--- config.mk ---
export PLATFORM = sky130hd
export DESIGN_NAME = bank_stream_rd
export DESIGN_NICKNAME = d
export VERILOG_FILES = /design/src/rtl/bank_stream_rd_pkg.sv /design/src/rtl/bank_skid_fifo.sv /design/src/rtl/bank_stream_rd.sv
export SDC_FILE = /design/constraint.sdc
export NUM_CORES = 1
export LEC_CHECK = 0
export ABC_AREA = 1
export BUFFER_PORTS_ARGS = -buffer_cell sky130_fd_sc_hd__buf_2
export CORE_MARGIN = 3
export CORE_UTILIZATION = 43
export CTS_CLUSTER_DIAMETER = 80
export CTS_CLUSTER_SIZE = 30
export DETAILED_ROUTE_END_ITERATION = 7
export GPL_ROUTABILITY_DRIVEN = 0
export GPL_TIMING_DRIVEN = 0
export PLACE_DENSITY_LB_ADDON = 0.2
export RECOVER_POWER = 100
export SLEW_MARGIN = 40
export SYNTH_ARGS = -nofsm -noshare
export SYNTH_HDL_FRONTEND = slang
export SYNTH_SLANG_ARGS = --single-unit
--- constraint.sdc ---
create_clock -name clk -period 15.09 [get_ports clk]
set_input_delay 1.509 -clock clk [delete_from_list [all_inputs] [get_ports clk]]
set_output_delay 1.509 -clock clk [all_outputs]
set_load 0.1 [all_outputs]
--- src/rtl/bank_stream_rd_pkg.sv ---
// Shared types and defaults for the bank read streamer.
// Imported by the sequencer and its skid FIFO.
package bank_stream_rd_pkg;

  localparam int W_DEF  = 128;
  localparam int A_DEF  = 9;
  localparam int LW_DEF = 10;

  typedef enum logic [1:0] {
    ST_IDLE,
    ST_ISSUE,
    ST_DRAIN,
    ST_DONE
  } state_t;

endpackage

--- src/rtl/bank_skid_fifo.sv ---
// Two-entry skid buffer between bank read data and the stream.
// Push and pop may coincide even when full; flush wins over both.
module bank_skid_fifo
  import bank_stream_rd_pkg::*;
#(
  parameter int W = W_DEF
) (
  input  logic         clk,
  input  logic         rst_n,
  input  logic         flush,
  input  logic         push,
  input  logic [W-1:0] wdata,
  input  logic         pop,
  output logic [W-1:0] rdata,
  output logic [1:0]   count
);

  logic [W-1:0] mem [2];
  logic         wp;
  logic         rp;
  logic [1:0]   cnt;

  // pointer and occupancy bookkeeping
  always_ff @(posedge clk) begin
    if (!rst_n) begin
      wp  <= 1'b0;
      rp  <= 1'b0;
      cnt <= 2'd0;
    end else if (flush) begin
      wp  <= 1'b0;
      rp  <= 1'b0;
      cnt <= 2'd0;
    end else begin
      if (push) wp <= ~wp;
      if (pop)  rp <= ~rp;
      cnt <= cnt + {1'b0, push} - {1'b0, pop};
    end
  end

  // storage; contents need no reset
  always_ff @(posedge clk) begin
    if (push && !flush) mem[wp] <= wdata;
  end

  assign rdata = mem[rp];
  assign count = cnt;

endmodule

--- src/rtl/bank_stream_rd.sv ---
// Strided read sequencer for one bank read port.
// Retries lost grants and streams words out in order.
module bank_stream_rd
  import bank_stream_rd_pkg::*;
#(
  parameter int W  = W_DEF,
  parameter int A  = A_DEF,
  parameter int LW = LW_DEF
) (
  input  logic          clk,
  input  logic          rst_n,
  input  logic          start,
  input  logic          abort,
  input  logic [A-1:0]  cfg_base,
  input  logic [A-1:0]  cfg_stride,
  input  logic [LW-1:0] cfg_len,
  output logic          busy,
  output logic          done,
  output logic          bank_csel,
  output logic          bank_en,
  output logic [A-1:0]  bank_addr,
  input  logic          bank_grnt,
  input  logic [W-1:0]  bank_word,
  output logic [W-1:0]  out_word,
  output logic          out_last,
  output logic          out_valid,
  input  logic          out_ready
);

  state_t        state;
  state_t        state_n;
  logic [A-1:0]  addr;
  logic [A-1:0]  stride;
  logic [LW-1:0] remaining;
  logic [LW-1:0] pending;
  logic          inflight;
  logic          issue;
  logic          fire;
  logic          pop;
  logic          accept;
  logic          credit_ok;
  logic [1:0]    fcount;
  logic [2:0]    used;

  assign pop    = out_valid & out_ready;
  assign fire   = issue & bank_grnt;
  assign accept = (state == ST_IDLE) & start & ~abort;

  // a pop this cycle frees the slot a new read will need
  assign used      = {1'b0, fcount} + {2'b0, inflight};
  assign credit_ok = used < (3'd2 + {2'b0, pop});

  // state register
  always_ff @(posedge clk) begin
    if (!rst_n) state <= ST_IDLE;
    else        state <= state_n;
  end

  // next state and bank request
  always_comb begin
    state_n = state;
    issue   = 1'b0;
    unique case (state)
      ST_IDLE: begin
        if (start)
          state_n = (cfg_len == '0) ? ST_DONE
                                    : ST_ISSUE;
      end
      ST_ISSUE: begin
        issue = credit_ok & ~abort;
        if (issue && bank_grnt &&
            remaining == LW'(1))
          state_n = ST_DRAIN;
      end
      ST_DRAIN: begin
        if (pop && pending == LW'(1))
          state_n = ST_DONE;
      end
      ST_DONE: state_n = ST_IDLE;
      default: state_n = ST_IDLE;
    endcase
    if (abort) state_n = ST_IDLE;
  end

  // address generator, counters, in-flight flag
  always_ff @(posedge clk) begin
    if (!rst_n) begin
      addr      <= '0;
      stride    <= '0;
      remaining <= '0;
      pending   <= '0;
      inflight  <= 1'b0;
    end else if (abort) begin
      inflight  <= 1'b0;
    end else begin
      inflight <= fire;
      if (accept) begin
        addr      <= cfg_base;
        stride    <= cfg_stride;
        remaining <= cfg_len;
        pending   <= cfg_len;
      end else begin
        if (fire) begin
          addr      <= addr + stride;
          remaining <= remaining - LW'(1);
        end
        if (pop) pending <= pending - LW'(1);
      end
    end
  end

  bank_skid_fifo #(
    .W (W)
  ) u_fifo (
    .clk   (clk),
    .rst_n (rst_n),
    .flush (abort),
    .push  (inflight),
    .wdata (bank_word),
    .pop   (pop),
    .rdata (out_word),
    .count (fcount)
  );

  assign bank_en   = issue;
  assign bank_csel = issue;
  assign bank_addr = addr;
  assign busy      = (state != ST_IDLE);
  assign done      = (state == ST_DONE);
  assign out_valid = (fcount != 2'd0);
  assign out_last  = out_valid &&
                     (pending == LW'(1));

endmodule

-- Word-level counts from Yosys, hierarchy flattened
Memories as Yosys holds them, arrays and structs flattened. A register that Yosys moved wholly into a read port is not among the register bits.
Index checks and enable logic that the tools add are counted.
- bits in writable memories: 256
- logic and storage cells: 68
- bits in registers: 45
- memories kept: 1
- bitwise logic cells: 9
- equal/unequal tests: 8
- reductions and logical operators: 17
- add/sub/neg operators: 7
- $lt $le $gt $ge: 1
- multiplexer cells: 16
- memories (name ; words ; bits a word ; read ports ; clocked after memory_dff ; wr ports ; line ; text):
    u_fifo.mem ; 2 ; 128 ; 1 ; 1 ; 1 ; bank_skid_fifo.sv:18 ; logic [W-1:0] mem [2];
- operator list (operator ; number):
    $mux 10 ; 4
    $eq 10x1->1 const B ; 2
    $sub 10x1->10 const B ; 2
    $mux 9 ; 2
    $logic_not 10->1 ; 1
    $add 9x9->9 ; 1
    $mux 2 ; 4
    $pmux 2 s4 ; 1
    $reduce_bool 2->1 ; 4
    $ne 2x2->1 const B ; 3
    $reduce_and 2->1 ; 3
    $and 1x1->1 ; 5
    $logic_and 1x1->1 ; 5
    $mux 1 ; 5
    $eq 2x2->1 const B ; 2
    $not 1->1 ; 4
    $add 2x1->3 ; 1
    $add 2x1->3 const A ; 1
    $lt 3x3->1 ; 1
    $reduce_and 3->1 ; 1
    $add 2x1->2 ; 1
    $eq 2x1->1 const B ; 1
    $logic_not 2->1 ; 1
    $reduce_or 2->1 ; 1
    other kinds (2) ; 2

-- Longest topological paths before layout
Gate-level depths: netlist of run 1.
- word-level depth: 9
- mapped depth: 12

-- Hierarchy
Synthesis of run 1 repeated with hierarchy kept, for this count alone.
- cells, all modules: 847
- area total of the unflattened synthesis: 12319.3 µm²
- modules (own cells, without submodules) (module ; times used ; cells an instance ; area an instance (µm²)):
    bank_skid_fifo ; 1 ; 428 ; 9536.6
    bank_stream_rd ; 1 ; 419 ; 2782.7

-- Worst setup path after synthesis of run 1
No wires, ideal clock.
- path type: input-to-reg
- start point: input port abort
- end point: memory u_fifo.mem[1][0] in the netlist's numbering (enable)
- arrival time: 10343 ps
- required time: 14316 ps
- stages on the path: 1
- setup time: 774 ps
- path slack: 3973 ps
- cells stage by stage: nor3_1
- word-level cells in the longest chain between the ends: 4
- ends and longest elaborated chain (element ; line ; text):
    from (decl) ; bank_stream_rd.sv:13 ; input logic abort,
    $logic_not 1->1 ; bank_skid_fifo.sv:42 ; if (push && !flush) mem[wp] <= wdata;
    $logic_and 1x1->1 ; bank_skid_fifo.sv:42 ;
    $mux 1 ; bank_skid_fifo.sv:42 ;
    $mux 1 (not written as such) ; bank_skid_fifo.sv:42 ;
    to (decl) ; bank_skid_fifo.sv:18 ;
No other way between the ends.

-- Final worst setup path of run 1
- start point: input port abort
- end point: memory u_fifo.mem[1][102] in the netlist's numbering (enable)
The elaborated chain is that of the path after synthesis.

==> results of run 1 <==
-- cells in the final DEF (no fill, tap or decap), types with 2 or more instances in the layout --
| cell type | count |
|---|---|
| nor3_1 | 5 |
| buf_2 | 131 |
| nand4_1 | 7 |
| mux2_2 | 128 |
| a21oi_1 | 29 |
| diode_2 | 2 |
| xnor2_1 | 4 |
| o21ai_0 | 43 |
| and3_1 | 2 |
| nand2_1 | 83 |
| inv_6 | 2 |
| nand2_2 | 4 |
| buf_6 | 3 |
| nand3_1 | 26 |
| clkbuf_1 | 243 |
| xor2_1 | 3 |
| nor2_1 | 73 |
| a31oi_1 | 7 |
| nor2_2 | 2 |
| o211ai_1 | 2 |
| or2_2 | 6 |
| ha_1 | 21 |
| edfxtp_1 | 256 |
| o21ai_1 | 3 |
| clkbuf_16 | 15 |
| inv_2 | 3 |
| dfxtp_1 | 46 |
| inv_1 | 55 |
| clkinv_8 | 2 |
-- area by class of cell --
| class | count | share of cell area (%) |
|---|---|---|
| buffer | 29 | 0.938 |
| sequential | 302 | 59.2 |
| clock inverter | 7 | 0.542 |
| tap | 372 | 3.20 |
| multi-input combinational | 457 | 21.8 |
| timing repair buffer | 347 | 10.1 |
| inverter | 58 | 1.50 |
| antenna | 2 | 0.0344 |
| clock buffer | 18 | 2.66 |
-- state kept, by name (all words and copies together) (netlist names), named ones only --
register	flops
u_fifo.count	2
pending	10
u_fifo.mem	256
bank_addr	9
u_fifo.rp	1
u_fifo.wp	1
inflight	1
remaining	10
stride	9
state	2
-- worst paths after layout --
check / from / to / depth (start not counted)
setup / recovery: abort / u_fifo.mem[1][102] / 10
hold / removal: u_fifo.rp / flop / 1
setup reg to reg: inflight / u_fifo.mem[1][102] / 10
hold reg to reg: u_fifo.rp / flop / 1
-- power breakdown --
part	switching (mW)	internal (mW)	leakage, nW
logic	0.103	0.0472	2.30
clock network	0.267	0.195	0.224
registers	0.00893	0.914	2.68
total	0.379	1.16	5.20
-- stage by stage --
step / hold WS [ns] / total power, mW
2_1_floorplan: 0.425 / 1.05
3_3_place_gp: 0.436 / 1.09
3_5_place_dp: 0.455 / 1.10
4_1_cts: 0.462 / 1.55
5_1_grt: 0.494 / 1.61
6_report: 0.469 / 1.54
-- critical path, delay by kind of cell --
kind,cells,cell delay [ns]
buffers and inverters,9,3.26
and+or+nand+nor,1,0.60
-- metal layers --
layer / wire length, µm / GRT usage, % / vias up
li1: - / - / 3779
met1: 11200 / 22.0 / 3670
met2: 14200 / 31.9 / 252
met3: 2110 / 4.06 / 35
met4: 489 / 3.55 / 8
met5: 42 / 0 / -
-- cells by family (layout without fill, tap and decap cells) --
family                   Yosys count  after routing
buffers and inverters             87            459
multiplexers                     128            128
flip-flops                       302            302
adder cells (fa/ha/maj)           22             22
other                              0              2
AND/OR/NAND/NOR                  211            211
XOR/XNOR                           7              7
AO/OA/AOI/OAI                     89             89
==> results_dict.tcl, run 1 <==
set metrics [dict create \
    final_cell_area_um2 14500 \
    clock-sinks 302 \
    yosys_warnings 0 \
    p_leak_nw 5.20 \
    cp.required_ns 15.26 \
    worstSetupStartpointType "primary input" \
    p_per_area_nw_per_um2 106 \
    start_util_pct 44.4 \
    end_kind "flop" \
    fmax_mhz 192 \
    drv_cap 0 \
    path_cells "clkbuf_1 -> nor3_1 -> clkbuf_1 -> clkbuf_1 -> clkbuf_1 -> clkbuf_1 -> clkbuf_1 -> clkbuf_1 -> clkbuf_1 -> clkbuf_1" \
    die_x_um 174 \
    track_usage_pct 17.7 \
    dp_hpwl_mm 21.4 \
    syn_to_final_growth_pct 19.4 \
    syn_nets 1030 \
    synthMuxAreaShare_pct 11.8 \
    slew_viol_final 0 \
    regArea_um2 8610 \
    finalWorstSetupSlack_ns 9.88 \
    synth_sequential_area_ratio_pct 70.7 \
    die_y_um 174 \
    reg2reg_slack_ns 10.61 \
    drive_gt1_share_pct 24.9 \
    synth_top_area_share_pct 63.1 \
    io_buffers 304 \
    fin_crit_sh_pct 34.5 \
    slowest_delay_ns 0.60 \
    wl_per_cell_um 17.6 \
    cts_setup_buffers 0 \
    ys.flop_type "edfxtp_1" \
    tightest_slew_ns 1.27 \
    routed-via-count 7744 \
    cts_buffers 15 \
    layout.nets 1394 \
    rows 60 \
    cp_max_fo 8 \
    drcViolationCount 0 \
    clk_latency_ns 0.50 \
    path_class "in2reg" \
    synth_top_area_cell "edfxtp_1" \
    rsz0062_at_grt "false" \
    avgViaCountPerCell 4.86 \
    post_cts_resized 0 \
    status "complete, no violations" \
    ys_ff_latch 302 \
    synth-edff-count 256 \
    dp_slack_ns 10.90 \
    cts_tree "done" \
    ctsHoldBuffers 0 \
    setup_tns_ns 0 \
    netlist_instances 846 \
    drt-total-wl_mm 28.1 \
    grt_pass1_wl_mm 42.5 \
    root_buffer "clkbuf_16" \
    ys_types 36 \
    final_cells 1592 \
    ios 305 \
    synth.most_common_cell "edfxtp_1" \
    fill_cells 2464 \
    synth_adder_area_share_pct 2.32 \
    die-area_um2 30400 \
    crit_top_cell "clkbuf_1" \
    dp.cells 1565 \
    period_minus_slack_ns 5.21 \
    synth-simple-area-share_pct 7.61 \
    first_iter_violations 451 \
    synth_common_cells "edfxtp_1 (256), mux2_2 (128), nand2_1 (83), nor2_1 (73), inv_1 (53)" \
    slowest_stage "nor3_1" \
    cts_buffer_depth 3 \
    ant_nets 0 \
    grt_start_max_net_pins 32 \
    path_clk_slew_ns 0.11 \
    cp.arrival_ns 5.38 \
    first_global_vias 7628 \
    synth_compound_area_share_pct 3.88 \
    place_area_um2 14500 \
    setup-violations-final 0 \
    synthXorXnorAreaFrac_pct 0.503 \
    fin_util_pct 53.1 \
    synth.area.top_cells "edfxtp_1 (63%), mux2_2 (12%), dfxtp_1 (7.6%)" \
    syn-cell-area_um2 12200 \
    core_um2 27400 \
    async_flop_share_pct 0 \
    grt-ovfl-total 0 \
    cts_htree_levels 1 \
    antenna_found_initial 6 \
    synth_top_family_by_area "multiplexers" \
    syn_avg_cell_area_um2 14.4 \
    ir_drop_uv 57.5 \
    hold_path_class "reg2reg" \
    first_pass_iters 4 \
    hold_viol 0 \
    timing.slew.headroom_pct 15.6 \
    finClkSkew_ns 0.0110 \
    multiInputGateArea_um2 3170 \
]
Note: power is estimated with default switching activity, not from simulation.
==> run 2: changes to the inputs <==
Clock period 15.09 ns to 4.7 ns, I/O delays scaled along.
==> results_dict.tcl, run 2 (same netlist as run 1, synthesis figures left out) <==
set metrics [dict create \
    crit_end "out_word[88]" \
    track_usage_pct 18.0 \
    syn_to_final_growth_pct 20.1 \
    cts_setup_buffers 0 \
    die_x_um 174 \
    cts_tree "done" \
    hold_viol 0 \
    clk_latency_ns 0.51 \
    first_global_vias 7847 \
    cts_buffer_depth 3 \
    ios 305 \
    tightest_slew_ns 1.28 \
    largestRegisters "u_fifo.mem x256, pending x10, remaining x10" \
    antenna_found_initial 9 \
    combPwrFrac_pct 9.9 \
    seq_power_share_pct 60.0 \
    r2r_end "u_fifo.mem[0][65]" \
    worstSetupStartpointType "flop" \
    start_util_pct 44.4 \
    first_iter_violations 531 \
    post_cts_resized 0 \
    core_um2 27400 \
    finalPower_mw 4.94 \
    drv_cap 0 \
    fin_util_pct 53.4 \
    path_class "reg2out" \
    met2_usage_pct 32.1 \
    wl_per_cell_um 18.0 \
    power.internal_mw 3.72 \
    root_buffer "clkbuf_16" \
    dp_hpwl_mm 21.8 \
    p_per_area_nw_per_um2 338 \
    grt_start_max_net_pins 32 \
    use_met1_pct 22.4 \
    p_leak_nw 5.29 \
    drt-total-wl_mm 28.5 \
    cp.arrival_ns 3.23 \
    die_y_um 174 \
    rsz0062_at_grt "false" \
    grt-ovfl-total 0 \
    first_pass_iters 5 \
    status "complete, no violations" \
    ctsHoldBuffers 0 \
    timing.slew.headroom_pct 15.3 \
    cp_max_fo 10 \
    drcViolationCount 0 \
    period_minus_slack_ns 3.70 \
    switching_power_mw 1.22 \
    pwr-share-clk_pct 30.1 \
    layout_common_cells "edfxtp_1 (256), clkbuf_1 (208), buf_2 (138), mux2_2 (128), nand2_1 (83)" \
    top_usage_layer "met2" \
    path_clk_slew_ns 0.11 \
    fmax_mhz 271 \
    worstRegToRegCells 7 \
    avgViaCountPerCell 4.91 \
    routed-via-count 7766 \
    grtUsageMet3_pct 4.19 \
    finClkSkew_ns 0.0333 \
    ant_nets 0 \
    ir_drop_uv 287 \
    largest_register_ffs 256 \
    grt_pass1_wl_mm 43.1 \
    fin_crit_sh_pct 78.6 \
    hold_path_class "in2reg" \
    cp.required_ns 4.23 \
    swShare_pct 24.6 \
    fill_cells 2473 \
    reg2reg_slack_ns 1.17 \
    layout_commonest_cell "edfxtp_1" \
    clock-sinks 302 \
    drive_gt1_share_pct 27.2 \
    rows 60 \
    rr_startpoint "inflight" \
    setup-violations-final 0 \
    regMostFlops "u_fifo.mem" \
    cts_htree_levels 1 \
    dp_slack_ns 2.15 \
    die-area_um2 30400 \
    io_buffers 304 \
    finalWorstSetupSlack_ns 1.00 \
    layout.nets 1379 \
    end_kind "output pin" \
    slew_viol_final 0 \
    cts_buffers 15 \
]
==> run 2: changes by cell type in the layout (fill, tap and decap cells not counted), sizes merged <==
cell    previous run  this run
clkinv             4         2
diode              2         6
buf              136       158
inv               61        62
clkbuf           258       223
==> run 2: power groups by stage <==
| stage | clock network [mW] | registers (mW) | logic (mW) |
|---|---|---|---|
| after CTS | 1.55 | 2.96 | 0.501 |
| after global routing | 1.65 | 2.97 | 0.541 |
| after global placement | 0 | 3.03 | 0.482 |
| final | 1.49 | 2.96 | 0.488 |
| after detailed placement | 0 | 3.02 | 0.499 |
| after floorplan | 0 | 3.07 | 0.289 |
==> run 2: area by class of cell <==
cell class | count | area (µm²) | area share (%)
Tap cell | 372 | 465 | 3.18
Sequential cell | 302 | 8610 | 58.9
Antenna cell | 6 | 15.0 | 0.103
Timing Repair Buffer | 332 | 1540 | 10.5
Clock inverter | 6 | 75.1 | 0.513
Buffer | 29 | 136 | 0.933
Clock buffer | 20 | 394 | 2.70
Multi-Input combinational cell | 457 | 3170 | 21.7
Inverter | 58 | 218 | 1.49
==> run 2: critical path: stages, from the launching register on <==
cell	delay (ns)
dfxtp_1	0.36
clkbuf_1	0.57
clkbuf_1	0.63
mux2_2	0.28
clkbuf_1	0.89
==> run 2: stage by stage <==
stage | hold WS (ns) | TNS (ns) | instances | cell area, µm²
CTS | 0.109 | 0 | 1576 | 15000
global placement | 0.436 | -337.55 | 1522 | 14200
floorplan | 0.425 | 0 | 846 | 12200
detailed placement | 0.456 | 0 | 1550 | 14500
global route | 0.105 | 0 | 1580 | 14600
finish | 0.135 | 0 | 1582 | 14600
==> run 2: worst min path at each step <==
stage                        from                end  slack, ns  depth (start not counted)
floorplan               u_fifo.rp               flop       0.43                          1
global placement        u_fifo.rp          u_fifo.rp       0.44                          1
detailed placement      u_fifo.rp               flop       0.46                          1
CTS                 bank_word[41]  u_fifo.mem[0][41]       0.11                          1
global route        bank_word[94]  u_fifo.mem[1][94]       0.11                          1
finish              bank_word[39]  u_fifo.mem[0][39]       0.14                          1
==> run 2: per-layer routing <==
metal | vias up | part of all wire (%)
met5 | - | 0.098
met4 | 6 | 2.1
met3 | 42 | 7.9
met2 | 264 | 50
met1 | 3700 | 40
li1 | 3754 | -
==> run 3: changes to the inputs <==
Clock period 4.7 ns to 3.2 ns, I/O delays scaled along.
==> results_dict.tcl, run 3 (same netlist as run 1, synthesis figures left out) <==
set metrics [dict create \
    largestRegisters "u_fifo.mem x256, pending x10, remaining x10" \
    slew_viol_final 0 \
    cts_htree_levels 1 \
    ir_drop_uv 389 \
    antenna_cells 0 \
    grt_start_max_net_pins 32 \
    drive_gt1_share_pct 29.9 \
    swShare_pct 24.7 \
    syn_to_final_growth_pct 30.6 \
    combPwrFrac_pct 11.3 \
    layout.nets 1501 \
    ant_nets 0 \
    die_x_um 174 \
    cp.required_ns 2.88 \
    path_clk_slew_ns 0.11 \
    setup-violations-final 0 \
    start_util_pct 44.4 \
    p_per_area_nw_per_um2 464 \
    status "complete, no violations" \
    fmax_mhz 334 \
    ios 305 \
    drt-total-wl_mm 29.3 \
    layout_commonest_cell "edfxtp_1" \
    top_usage_layer "met2" \
    fin_crit_sh_pct 93.5 \
    path_class "reg2out" \
    finClkSkew_ns 0.0241 \
    clk_latency_ns 0.51 \
    avgViaCountPerCell 4.84 \
    met2_usage_pct 33.5 \
    layout_common_cells "edfxtp_1 (256), clkbuf_1 (134), mux2_2 (128), dlygate4sd3_1 (124), buf_2 (113)" \
    rows 60 \
    finalWorstSetupSlack_ns 0.210 \
    clock-sinks 302 \
    hold_path_class "in2reg" \
    power.internal_mw 5.55 \
    timing.slew.headroom_pct 17.5 \
    regMostFlops "u_fifo.mem" \
    hold_start "cfg_stride[5]" \
    seq_power_share_pct 59.0 \
    use_met1_pct 23.9 \
    fin_util_pct 58.0 \
    first_iter_violations 505 \
    cts_tree "done" \
    dp_slack_ns 0.790 \
    grt-ovfl-total 0 \
    switching_power_mw 1.82 \
    io_buffers 304 \
    track_usage_pct 18.8 \
    p_leak_nw 6.01 \
    tightest_slew_ns 1.24 \
    fill_cells 2285 \
    end_kind "output pin" \
    drcViolationCount 0 \
    cts_buffer_depth 3 \
    die-area_um2 30400 \
    first_pass_iters 7 \
    antenna_found_initial 1 \
    cts_buffers 15 \
    pwr-share-clk_pct 29.6 \
    core_um2 27400 \
    largest_register_ffs 256 \
    dp_hpwl_mm 21.1 \
    rsz0062_at_grt "false" \
    multiInputGateArea_um2 3190 \
    post_cts_resized 0 \
    cp_max_fo 10 \
    die_y_um 174 \
    cp.arrival_ns 2.67 \
    routed-via-count 8221 \
    drv_cap 0 \
    wl_per_cell_um 17.3 \
    grtUsageMet3_pct 3.06 \
    rr_startpoint "inflight" \
    first_global_vias 8501 \
    worstSetupStartpointType "flop" \
    root_buffer "clkbuf_16" \
    hold_viol 0 \
    period_minus_slack_ns 2.99 \
    regArea_um2 8610 \
    grt_pass1_wl_mm 45.5 \
]
==> run 3: cell count changes in the layout (fill, tap and decap cells not counted), sizes merged <==
cell	change
buf	-28
clkbuf	+25
clkinv	+2
diode	-6
dlygate4sd3	+124
inv	-1
==> run 3: worst max-delay path: stages (launching register included) <==
cell      delay, ns
dfxtp_1        0.37
clkbuf_1       0.61
clkbuf_2       0.41
mux2_2         0.37
clkbuf_2       0.38
==> run 3: final cells by class <==
cell class / instances / share of cell area, %
plain buffers: 29 / 0.850
clock buffers: 19 / 2.45
clock inverters: 7 / 0.503
inverters: 58 / 1.37
multi-input cells: 457 / 20.0
flip-flops and latches: 302 / 54.1
well taps: 372 / 2.93
repair buffers: 454 / 17.7
==> run 3: final timing paths <==
| check | to | slack [ns] | cells after the start |
|---|---|---|---|
| min | stride[5] | 0.08 | 3 |
| min reg2reg | flop | 0.47 | 1 |
| max | out_word[54] | 0.21 | 4 |
| max reg2reg | u_fifo.mem[0][41] | 0.39 | 8 |
==> run 3: routing by layer <==
metal | vias up | wire length [µm]
met4 | 2 | 735
met1 | 3928 | 12000
met3 | 39 | 1790
met5 | - | 7
met2 | 269 | 14800
li1 | 3983 | -
==> run 3: power by group through the flow <==
stage / Clock [mW] / Combinational [mW] / Sequential (mW)
finish: 2.19 / 0.835 / 4.35
CTS: 2.25 / 0.862 / 4.35
global route: 2.40 / 0.917 / 4.36
detailed placement: 0 / 0.730 / 4.44
floorplan: 0 / 0.425 / 4.51
global placement: 0 / 0.707 / 4.44
==> run 3: timing repair <==
action,in CTS,in global routing
endpoints found under the setup margin,0,0
setup buffers,0,0
hold buffers,124,0
hold endpoints to repair,248,0
==> run 3: stage by stage <==
stage	hold WS [ns]	TNS, ns	total power [mW]	cell area (µm²)	instances
3_3_place_gp	0.436	-665.00	5.15	14200	1522
4_1_cts	0.00609	0	7.47	16200	1698
6_report	0.0759	0	7.38	15900	1698
3_5_place_dp	0.464	0	5.17	14500	1548
2_1_floorplan	0.419	-179.62	4.93	12200	846
5_1_grt	0.0721	0	7.68	15900	1698
